**config.mk**
```make
export PLATFORM = sky130hd
export DESIGN_NAME = dco_freq_meter
export DESIGN_NICKNAME = d
export VERILOG_FILES = /design/src/rtl/dco_fm_pkg.sv /design/src/rtl/dco_fm_sync.sv /design/src/rtl/dco_freq_meter.sv
export SDC_FILE = /design/constraint.sdc
export NUM_CORES = 1
export LEC_CHECK = 0
export CAP_MARGIN = 20
export CORE_ASPECT_RATIO = 0.7
export CORE_MARGIN = 8
export CORE_UTILIZATION = 50
export CTS_BUF_LIST = sky130_fd_sc_hd__clkbuf_4
export DETAILED_ROUTE_END_ITERATION = 8
export PLACE_DENSITY = 0.78
export SYNTH_ARGS = -nofsm -noshare
export SYNTH_HDL_FRONTEND = slang
export SYNTH_SLANG_ARGS = --single-unit
```
**constraint.sdc**
```tcl
create_clock -name clk -period 3.45 [get_ports clk]
set_input_delay 0.69 -clock clk [delete_from_list [all_inputs] [get_ports clk]]
set_output_delay 0.69 -clock clk [all_outputs]
set_load 0.005 [all_outputs]
```
**src/rtl/dco_fm_pkg.sv**
```systemverilog
// Shared types and constants for the DCO frequency meter.
// Optional build macro: DCO_FM_AVG_EN (4-window averaged result).
package dco_fm_pkg;
  typedef enum logic [1:0] {IDLE, ARM, MEASURE, DONE} state_t;

  localparam int CNT_W_DEF = 16;
  localparam logic [CNT_W_DEF-1:0] CNT_MAX = '1;
  localparam int AVG_DEPTH = 4;
endpackage

```
**src/rtl/dco_fm_sync.sv**
```systemverilog
// Multi-flop synchroniser for dco_in with a rising-edge detector.
// 'load' re-primes the detector so the sample taken at window open is never a rise.
module dco_fm_sync #(
  parameter int SYNC_STAGES = 2
) (
  input  logic clk,
  input  logic rst_n,
  input  logic d,
  input  logic load,
  output logic rise
);
  logic [SYNC_STAGES-1:0] sync_q;
  logic                   edge_q;

  always_ff @(posedge clk) begin
    if (!rst_n) begin
      sync_q <= '0;
      edge_q <= 1'b0;
    end else begin
      sync_q <= {sync_q[SYNC_STAGES-2:0], d};
      edge_q <= sync_q[SYNC_STAGES-1];
    end
  end

  assign rise = sync_q[SYNC_STAGES-1] & ~edge_q & ~load;
endmodule

```
**src/rtl/dco_freq_meter.sv**
```systemverilog
// Counts synchronised dco_in rising edges over a programmable clk window and
// publishes the count on a valid/ready port. Build macro: DCO_FM_AVG_EN.
module dco_freq_meter
  import dco_fm_pkg::*;
#(
  parameter int CNT_W       = CNT_W_DEF,
  parameter int WIN_W       = 16,
  parameter int SYNC_STAGES = 2
) (
  input  logic             clk,
  input  logic             rst_n,
  input  logic             dco_in,
  input  logic             start,
  input  logic             continuous,
  input  logic [WIN_W-1:0] win_len,
  output logic             busy,
  output logic [CNT_W-1:0] count,
  output logic             valid,
  input  logic             ready,
  output logic             ovf,
  output logic             overrun
);
  localparam logic [CNT_W-1:0] CNT_SAT = '1;
  localparam logic [CNT_W-1:0] CNT_PRE = CNT_SAT - 1'b1;

  state_t           state;
  logic [WIN_W-1:0] win_len_q;
  logic [WIN_W-1:0] win_cnt;
  logic [CNT_W-1:0] edge_cnt;
  logic             ovf_int;
  logic             rise;

  dco_fm_sync #(.SYNC_STAGES(SYNC_STAGES)) u_sync (
    .clk  (clk),
    .rst_n(rst_n),
    .d    (dco_in),
    .load (state == ARM),
    .rise (rise)
  );

`ifdef DCO_FM_AVG_EN
  // hist[0] is the most recent completed window; the current one joins it in DONE
  logic [AVG_DEPTH-2:0][CNT_W-1:0] hist;
  logic [AVG_DEPTH-2:0]            ovf_hist;
  logic [2:0]                      nwin;
  logic [CNT_W+1:0]                avg_sum;

  always_comb begin
    avg_sum = {2'b00, edge_cnt};
    for (int i = 0; i < AVG_DEPTH-1; i++) avg_sum = avg_sum + {2'b00, hist[i]};
  end
`endif

  always_ff @(posedge clk) begin
    if (!rst_n) begin
      state     <= IDLE;
      busy      <= 1'b0;
      count     <= '0;
      valid     <= 1'b0;
      ovf       <= 1'b0;
      overrun   <= 1'b0;
      win_len_q <= '0;
      win_cnt   <= '0;
      edge_cnt  <= '0;
      ovf_int   <= 1'b0;
`ifdef DCO_FM_AVG_EN
      hist      <= '0;
      ovf_hist  <= '0;
      nwin      <= '0;
`endif
    end else begin
      if (start) overrun <= 1'b0;
      if (valid && ready) valid <= 1'b0;
      case (state)
        IDLE: if (start) begin
          state <= ARM;
          busy  <= 1'b1;
`ifdef DCO_FM_AVG_EN
          nwin  <= '0;
`endif
        end
        ARM: begin
          win_len_q <= (win_len == '0) ? WIN_W'(1) : win_len;
          win_cnt   <= '0;
          edge_cnt  <= '0;
          ovf_int   <= 1'b0;
          state     <= MEASURE;
        end
        MEASURE: begin
          if (rise && edge_cnt != CNT_SAT) begin
            edge_cnt <= edge_cnt + 1'b1;
            if (edge_cnt == CNT_PRE) ovf_int <= 1'b1;
          end
          win_cnt <= win_cnt + 1'b1;
          if (win_cnt == win_len_q - 1'b1) begin
            state <= DONE;
            busy  <= 1'b0;
          end
        end
        DONE: begin
`ifdef DCO_FM_AVG_EN
          hist     <= {hist[AVG_DEPTH-3:0], edge_cnt};
          ovf_hist <= {ovf_hist[AVG_DEPTH-3:0], ovf_int};
          if (nwin != 3'(AVG_DEPTH)) nwin <= nwin + 1'b1;
          if (nwin >= 3'(AVG_DEPTH-1)) begin
            if (valid && !ready) overrun <= 1'b1;
            count <= CNT_W'(avg_sum >> 2);
            ovf   <= ovf_int | (|ovf_hist);
            valid <= 1'b1;
          end
          if (continuous || nwin < 3'(AVG_DEPTH-1)) begin
            state <= ARM;
            busy  <= 1'b1;
          end else begin
            state <= IDLE;
          end
`else
          // new result overrides a same-cycle accept, so valid stays high
          if (valid && !ready) overrun <= 1'b1;
          count <= edge_cnt;
          ovf   <= ovf_int;
          valid <= 1'b1;
          if (continuous) begin
            state <= ARM;
            busy  <= 1'b1;
          end else begin
            state <= IDLE;
          end
`endif
        end
        default: state <= IDLE;
      endcase
    end
  end
endmodule

```
==> results.md <==
* Status: completed
* Required @ worst endpoint at 3.80 ns
* IO Port Bufs at 41
* WL final at 8440 um
* FF-to-FF path depth at 9
* Setup crit end kind: flip-flop
* Ant diodes at 0
* Setup violations, final at 0
* Least-Margin Pin Slew at 0.602 ns
* Clock Tree Root: clkbuf_4
* Avg Cell Area, Syn at 9.18 sq um
* DR WL/cell at 15.5 um
* Core footprint at 0.00729 sq mm
* I/O pin cnt at 42
* Die H at 88.5 um
* Final Max Tran Viols at 0
* DR iter-0 viols at 218
* Layout Skew at 0.0188 ns
* CTS tree: yes
* Number of flops mapped to enable cells by yosys at 0
* Max_slew headroom at 0.593
* Drt pass-1 iters at 5
* Library cells used by synthesis at 57
* Worst skew pair latency at 0.43 ns
* Multiplexer share of the synthesized area at 0.0959
* Tcrit/Tclk final at 0.828
* Main combinational cell family by area after synthesis: simple AND/OR/NAND/NOR gates
* RSZ-0062 raised after global routing: no
* Pleak at 1.52 nW
* Final Hold Viols at 0
* Largest net degree at the start of global routing at 45
* Crit. path cell count at 9
* Post-synthesis compound-gate area fraction at 0.0896
* Synth Instances at 409
* H-tree depth at 3
* R2r setup slk at 0.59 ns
* Startpoint Class: flip-flop
* Fin crit period at 2.86 ns
* TritonCTS Buffers at 9
* Max_cap viols at 0
* DIE AREA at 0.0106 sq mm
* First-pass GRT wire length at 14200 um
* Slowest CP cell: or3b_1
* Initial Util at 0.515
* Beginning of the critical path: win_len_q[0]
* Clk pin slew, worst setup/hold paths at 0.14 ns
* Initial antenna violation count at 0
* Overall Global Routing Usage at 0.167
* Synth top area cells: dfxtp_1 39%, mux2i_1 9.6%, nor2b_1 6.7%, xor2_1 6.1%, xnor2_1 3.3%
* Worst Path Buf+Inv at 1
* Vias in the first global route at 2825
* PwrDens at 552 mW/mm^2
* Total clock sinks at 74
* Multi-input logic area at 0.00212 sq mm
* P&R area growth vs syn at 15.9%
* Min-delay src: u_sync.sync_q[0]
* Achievable Freq at 350 MHz
* Critical Path Sink: state[0]
* Max incr delay on CP at 0.55 ns
* Synth Net Count at 440
* Crit-path cells: inv_1 > ha_1 > or3b_1 > or4_1 > o32a_1 > nand2_2 > a41oi_2 > a2111oi_1 > and3b_1
* # rows at 26
* GPL Wtd Cong at 0.799
* Critical-path maximum fanout at 12
* Worst Slack Setup Final at 0.593 ns
* Register area share after synthesis at 0.394
* Worst Hold Class: reg2reg
* Leading area contributor after synthesis: dfxtp_1
* Cell Area, Synth at 0.00376 sq mm
* Crit path DAT at 3.20 ns
* Deepest clock path buffer count at 2
* Post-DR vias/cell at 5.61
* Remaining Overflow, GRT at 0
* Via count at 3063
* Seq cells post-synth at 74
* Cts-stage hold buffer count at 0
* Peak supply drop at 0.000246 V
* Post-synth ARST share at 0
* Worst Setup Path Type: reg2reg
* Reg2Reg Launch Point: win_len_q[0]
* Reg-to-reg critical path endpoint: state[0]
* # DRC at 0
* Simple-Gate Fraction of Synth Area at 0.256
* Die X at 120 um
* Synthesis Warnings at 0
* Hpwl dp at 6180 um
* Synth top area share at 0.394
* Most common cell after layout, fill and taps aside: dfxtp_1
* Adder-Cell Fraction of Synth Area at 0.0300
* Fraction of layout cells with a size suffix above 1 at 0.0603
* Top FF cell, synth: dfxtp_1
* Post-cts resize count at 0
* Fillers at 657
* Layout Nets at 474
* Total Neg Setup Slack at 0 ns
* Antenna Nets Post-Route at 0
* Commonest non-fill, non-tap cells in the layout: 74 x dfxtp_1, 41 x clkdlybuf4s50_1, 40 x nor2b_1, 36 x mux2i_1, 29 x nor2_1
* CP top delay family: simple AND/OR/NAND/NOR gates
* Seq. cell area at 0.00148 sq mm
* Setup bufs post-CTS at 0
* Post-synthesis xor/xnor area fraction at 0.0933
* Pre-CTS setup slack at 0.607 ns
worst min path at each step:
stage / endpoint / slack (ns) / depth (start not counted)
after detailed placement: u_sync.sync_q[1] / 0.42 / 1
after CTS: u_sync.sync_q[1] / 0.45 / 1
after global routing: u_sync.sync_q[1] / 0.48 / 1
after global placement: u_sync.sync_q[1] / 0.42 / 1
final: u_sync.sync_q[1] / 0.45 / 1
after floorplan: u_sync.sync_q[1] / 0.41 / 1
Yosys cell counts (2+ instances only):
| cell | n |
|---|---|
| a211oi_1 | 2 |
| a21oi_1 | 9 |
| a41oi_1 | 2 |
| and2_1 | 5 |
| and3_1 | 6 |
| and4_1 | 2 |
| buf_6 | 3 |
| clkbuf_1 | 16 |
| dfxtp_1 | 74 |
| ha_1 | 9 |
| inv_1 | 11 |
| mux2i_1 | 36 |
| nand2_1 | 22 |
| nand3_1 | 7 |
| nand4_1 | 10 |
| nor2_1 | 29 |
| nor2b_1 | 40 |
| nor3_1 | 11 |
| nor4_1 | 10 |
| o211ai_1 | 2 |
| o21a_1 | 3 |
| o21ai_0 | 11 |
| o22ai_1 | 2 |
| o311a_1 | 2 |
| o31ai_1 | 3 |
| or2_2 | 2 |
| or3_1 | 8 |
| or4_1 | 5 |
| xnor2_1 | 14 |
| xor2_1 | 26 |
flip-flops by register name, summed over array words and instances (netlist names), 2 cells and up:
register	count
count	16
edge_cnt	16
win_cnt	16
win_len_q	16
state	2
u_sync.sync_q	2
final cells by class:
cell class / instances / share of cell area
multi-input cells: 302 / 0.488
flip-flops and latches: 74 / 0.340
repair buffers: 45 / 0.101
well taps: 98 / 0.0282
clock inverters: 7 / 0.0175
clock buffers: 9 / 0.0155
inverters: 11 / 0.00949
cells by family (layout without fill, tap and decap cells):
family          Yosys count  after routing
compound gates           48             48
xor+xnor                 40             40
fa+ha+maj                 9              9
buf+inv                  33             72
flops                    74             74
mux                      36             36
simple gates            169            169
through the flow:
stage	cell area (sq um)	hold slack, ns	total power [W]	cells	utilization
6_report	4350	0.449	0.00240	546	0.597
5_1_grt	4350	0.483	0.00255	546	0.597
4_1_cts	4350	0.449	0.00242	546	0.597
3_5_place_dp	4210	0.419	0.00185	530	0.578
3_3_place_gp	4210	0.421	0.00184	530	0.578
2_1_floorplan	3760	0.412	0.00170	409	-
where the power goes:
group / switching [W] / total (W) / internal [W] / leakage [nW]
combinational: 0.000460 / 0.000833 / 0.000373 / 0.845
sequential: 0.0000960 / 0.00101 / 0.000915 / 0.599
clock: 0.000333 / 0.000558 / 0.000226 / 0.0746
total: 0.000889 / 0.00240 / 0.00151 / 1.52
layer usage:
layer	up-vias	track usage	part of all wire
li1	1512	-	-
met1	1448	0.234	0.52
met2	95	0.237	0.39
met3	8	0.0548	0.077
met4	0	0.0451	0.0092
met5	-	0	0
No activity file was read; power rests on OpenSTA's default activity.
